[config.mk]
export PLATFORM = sky130hd
export DESIGN_NAME = next_pc_ctrl
export DESIGN_NICKNAME = d
export VERILOG_FILES = /design/src/rtl/next_pc_ctrl.sv
export SDC_FILE = /design/constraint.sdc
export NUM_CORES = 1
export LEC_CHECK = 0
export CAP_MARGIN = 5
export CELL_PAD_IN_SITES_DETAIL_PLACEMENT = 1
export CELL_PAD_IN_SITES_GLOBAL_PLACEMENT = 1
export CORE_ASPECT_RATIO = 0.7
export CORE_UTILIZATION = 27
export DETAILED_ROUTE_END_ITERATION = 6
export HOLD_SLACK_MARGIN = 0.08
export PLACE_DENSITY = 0.81
export SLEW_MARGIN = 20
export SYNTH_ARGS = -nofsm -noshare
export SYNTH_HDL_FRONTEND = slang
export SYNTH_SLANG_ARGS = --single-unit
[constraint.sdc]
create_clock -name clk -period 2.15 [get_ports clk]
set_clock_uncertainty 0.1 [all_clocks]
set_input_delay 0.5375 -clock clk [delete_from_list [all_inputs] [get_ports clk]]
set_output_delay 0.5375 -clock clk [all_outputs]
set_load 0.05 [all_outputs]
[src/rtl/next_pc_ctrl.sv]
// rtl/next_pc_ctrl.sv - next-PC select for the fetch stage with a pending-redirect holding FSM
module next_pc_ctrl #(
    parameter logic [31:0] EXC_VECTOR = 32'h0000_0180
) (
    input  logic        clk,
    input  logic        rst,
    input  logic [31:0] pc,
    input  logic        stall,
    input  logic        imem_ready,
    input  logic        exc,
    input  logic        br_taken,
    input  logic [31:0] br_target,
    input  logic        jump,
    input  logic [31:0] jump_target,
    output logic [31:0] PCWriteValue,
    output logic        PCWrite,
    output logic        if_flush,
    output logic        redirect_pending
);

    typedef enum logic [1:0] {
        IDLE     = 2'b00,
        PEND_BR  = 2'b01,
        PEND_EXC = 2'b10
    } state_t;

    state_t      state, next_state;
    logic [31:0] pending_target, next_target;
    logic [31:0] seq_pc, br_aligned, jump_aligned;

    assign seq_pc       = pc + 32'd4;
    assign br_aligned   = br_target & ~32'h3;
    assign jump_aligned = jump_target & ~32'h3;

    always_ff @(posedge clk) begin
        if (rst) begin
            state          <= IDLE;
            pending_target <= 32'h0;
        end else begin
            state          <= next_state;
            pending_target <= next_target;
        end
    end

    always_comb begin
        next_state   = state;
        next_target  = pending_target;
        PCWrite      = 1'b0;
        PCWriteValue = seq_pc;
        if_flush     = 1'b0;

        if (rst) begin
            PCWriteValue = 32'h0;
        end else begin
            case (state)
                IDLE: begin
                    if (imem_ready) begin
                        if (exc) begin
                            PCWrite      = 1'b1;
                            PCWriteValue = EXC_VECTOR;
                            if_flush     = 1'b1;
                        end else if (br_taken) begin
                            PCWrite      = 1'b1;
                            PCWriteValue = br_aligned;
                            if_flush     = 1'b1;
                        end else if (jump && !stall) begin
                            PCWrite      = 1'b1;
                            PCWriteValue = jump_aligned;
                            if_flush     = 1'b1;
                        end else if (!stall) begin
                            PCWrite      = 1'b1;
                            PCWriteValue = seq_pc;
                        end
                    end else if (exc) begin
                        next_state  = PEND_EXC;
                        next_target = EXC_VECTOR;
                    end else if (br_taken) begin
                        next_state  = PEND_BR;
                        next_target = br_aligned;
                    end else if (jump) begin
                        // Jumps share the branch slot; ID may not re-present it later.
                        next_state  = PEND_BR;
                        next_target = jump_aligned;
                    end
                end
                PEND_BR, PEND_EXC: begin
                    if (imem_ready) begin
                        PCWrite      = 1'b1;
                        PCWriteValue = exc ? EXC_VECTOR : pending_target;
                        if_flush     = 1'b1;
                        next_state   = IDLE;
                    end else if (state == PEND_BR && exc) begin
                        next_state  = PEND_EXC;
                        next_target = EXC_VECTOR;
                    end
                end
                default: begin
                    next_state = IDLE;
                end
            endcase
        end
    end

    assign redirect_pending = (state != IDLE);

endmodule

==> results by group <==
Outcome
  • Failing checks: setup timing
  • Status: complete, but fails checks

Timing
  • Tmin final: 3.04 ns
  • Count of pins over their slew limit: 0
  • Final setup viols: 66
  • Final worst slack: -0.888 ns
  • Final Hold Fails: 0
  • Worst Max-Slew Pin Slew: 0.493 ns
  • Post-route setup TNS: -40.72 ns
  • Max_slew headroom: 66.8%
  • Max Clock Freq: 0.329 GHz
  • RSZ-0062 raised after global routing: yes
  • Fin crit share: 141%

Drt
  • Via density: 6.73
  • Vias: 6,488
  • WL met2: 15.5 mm
  • Drt total wl: 35.0 mm
  • WL met3: 4.08 mm
  • Routed len/inst: 36.3 um
  • TritonRoute pass-1 iters: 5
  • DRC Markers: 0
  • DRT iter0 DRCs: 683
  • Top sig layer: met5
  • Antenna-violating nets left: 0
  • Metal-1 WL: 12.2 mm

Die
  • CORE AREA: 0.0119 mm^2
  • Num rows: 33
  • Die ar.: 0.0130 mm^2
  • Starting density of the core: 28.3%
  • Chip height: 95.5 um
  • # IOs: 138
  • Die width: 136 um

CTS
  • H-tree depth: 2
  • Reg clk slew, reported paths: 0.07 ns
  • CTS Hold Bufs: 0
  • Worst skew pair latency: 0.32 ns
  • Root Driver: clkbuf_16
  • Clock Tree Buf Depth: 2
  • CTS tree: yes
  • CTS Buf Count: 5
  • Clock tree sinks: 32

Synthesis
  • Post-Synthesis Cell Area: 0.00337 mm^2
  • Synth Warn #: 0
  • Top-area cell type share of the netlist area: 19.0%
  • Post-synth EDFFs: 0
  • Main flop type after synthesis: dfxtp_1
  • Sequential share of the synthesized area: 19.0%
  • Synth cell types: 41
  • Synth async-reset ratio: 0%
  • Area contributors post-synth: dfxtp_1 19%, o21ai_0 7.9%, nand2_1 7.0%, a221oi_1 6.7%, a22oi_1 6.7%
  • Post-synth top area cell: dfxtp_1
  • Syn Area/Cell: 6.66 um^2
  • #FFs+latches synth: 32
  • Mapped Cells: 507
  • Syn_nets: 614

Power and ir drop
  • PwrDens: 576 mW/mm^2
  • Internal power: 0.00266 W
  • P_leak: 3.59 nW
  • Logic gate share of total power: 69.0%
  • Seq pwr share: 13.8%
  • Clock Power Share: 17.2%
  • Worst vdd ir: 0.486 mV
  • Switch share: 46.8%
  • Switching pwr: 0.00235 W

Setup path
  • Worst path top cell family by delay: compound AO/OA/AOI/OAI gates
  • Critical Path Start Type: flop
  • CP max stage delay: 0.39 ns
  • Critical path type: reg -> out
  • Crit end category: primary output
  • Highest-delay cell along the critical path: dfxtp_2
  • WP data required: 1.51 ns
  • WP buf/inv: 3
  • Crit-path cells: inv_2, ha_4, buf_6, a21boi_1, o21ai_1, a221oi_4, buf_12
  • CP arrival: 2.40 ns
  • Critical Path Fanout Max: 6

Final layout
  • Post-layout util: 72.8%
  • Area Growth Syn to Fin: 158%
  • Layout Cells excl Fill: 964
  • FF/Latch Area: 643 um^2
  • Final nets: 910
  • Layout cells sized above 1: 57.5%
  • FILL cells: 1,183
  • Multi-input gate area: 0.00401 mm^2

Global route
  • Vias in the first global route: 6,493
  • Grt total ovfl: 0
  • Largest net degree at the start of global routing: 25
  • Initial antenna violation count: 5
  • First-pass GRT wire length: 41.0 mm
  • GRT Total Usage: 43.8%

Place
  • Port Buf Inserts: 133
  • Final HPWL DP: 14.7 mm
  • RD Place Congestion: 0.890
  • Placed cells: 891

Worst hold path
  • Hold Crit Class: reg -> reg

Job
  • Max_cap viols: 0
==> final timing paths <==
check                          start                 end  slack, ns  cells past startpoint
setup / recovery            state[1]    PCWriteValue[31]      -0.89                      7
hold / removal    pending_target[19]  pending_target[19]       0.47                      2
setup reg to reg            state[1]  pending_target[14]      -0.65                     12
hold reg to reg   pending_target[19]  pending_target[19]       0.47                      2
==> worst reg2reg max path: cells and delay by family, from the launching register on <==
family          cells  cell delay (ns)
buf+inv             7             0.88
flops               1             0.39
compound gates      2             0.58
fa+ha+maj           1             0.29
simple gates        2             0.48
==> stage by stage <==
step / power [W] / worst slack (ns) / hold WS (ns) / cell area [um^2]
2_1_floorplan: 0.00203 / -0.455 / 0.348 / 4280
3_3_place_gp: 0.00301 / -0.997 / 0.390 / 6880
3_5_place_dp: 0.00310 / -1.08 / 0.404 / 6880
4_1_cts: 0.00431 / -0.719 / 0.425 / 8130
5_1_grt: 0.00504 / -0.882 / 0.485 / 8690
6_report: 0.00501 / -0.888 / 0.474 / 8690
==> cells in the final DEF (no fill, tap or decap), types with 24 or more instances in the layout <==
cell / count
buf_12: 41
clkdlybuf4s50_1: 58
a221oi_4: 24
inv_1: 36
a22oi_2: 30
nand2_1: 58
o21ai_1: 25
buf_4: 129
buf_6: 56
dfxtp_1: 30
==> layout make-up <==
| cell class | instances | share of cell area (%) |
|---|---|---|
| multi-input combinational | 397 | 46.2 |
| sequential | 32 | 7.40 |
| timing repair buffer | 328 | 40.7 |
| antenna | 3 | 0.0864 |
| tap | 157 | 2.26 |
| clock buffer | 8 | 1.68 |
| inverter | 39 | 1.71 |
==> logic make-up (layout without fill, tap and decap cells) <==
family,count (synthesis),after routing,share of synthesized area (%)
adders and majority gates,4,4,1.48
muxes,4,4,1.26
other,0,3,0
xor gates and xnor gates,26,26,6.75
DFF,32,32,19.0
buffers and inverters,80,375,9.27
AOI/OAI and AO/OA,185,186,36.5
and+or+nand+nor,176,177,25.7
==> flip-flops by register name, indices dropped and copies added (netlist names) <==
name and cells:
pending_target 30, state 2
==> repair_timing <==
item / 4_1_cts / 5_1_grt
pin swaps: 78 / 76
setup buffers: 28 / 31
resized for setup: 295 / 114
setup endpoints to repair: 66 / 66
cloned: 9 / 1
==> metal layers <==
layer	up-vias	GRT usage, %
met2	692	74.4
met5	-	0
li1	2412	-
met4	2	31.4
met1	3090	49.2
met3	292	9.68
==> power by group through the flow <==
stage | clock [W] | sequential, W | combinational (W)
after floorplan | 0 | 0.000671 | 0.00136
after global placement | 0 | 0.000672 | 0.00234
after detailed placement | 0 | 0.000679 | 0.00242
after CTS | 0.000761 | 0.000672 | 0.00288
after global routing | 0.000850 | 0.000688 | 0.00350
final | 0.000861 | 0.000690 | 0.00346
==> synthesized netlist by cell type, drive strengths merged (11+ instances only) <==
master / count
nor2: 39
a221oi: 26
a21oi: 32
nand2b: 25
clkbuf: 31
nand3: 12
a22oi: 30
dfxtp: 32
a21boi: 23
o21ai: 53
inv: 39
nand2: 63
nand4: 11
xor2: 22
Note: power is estimated with default switching activity, not from simulation.
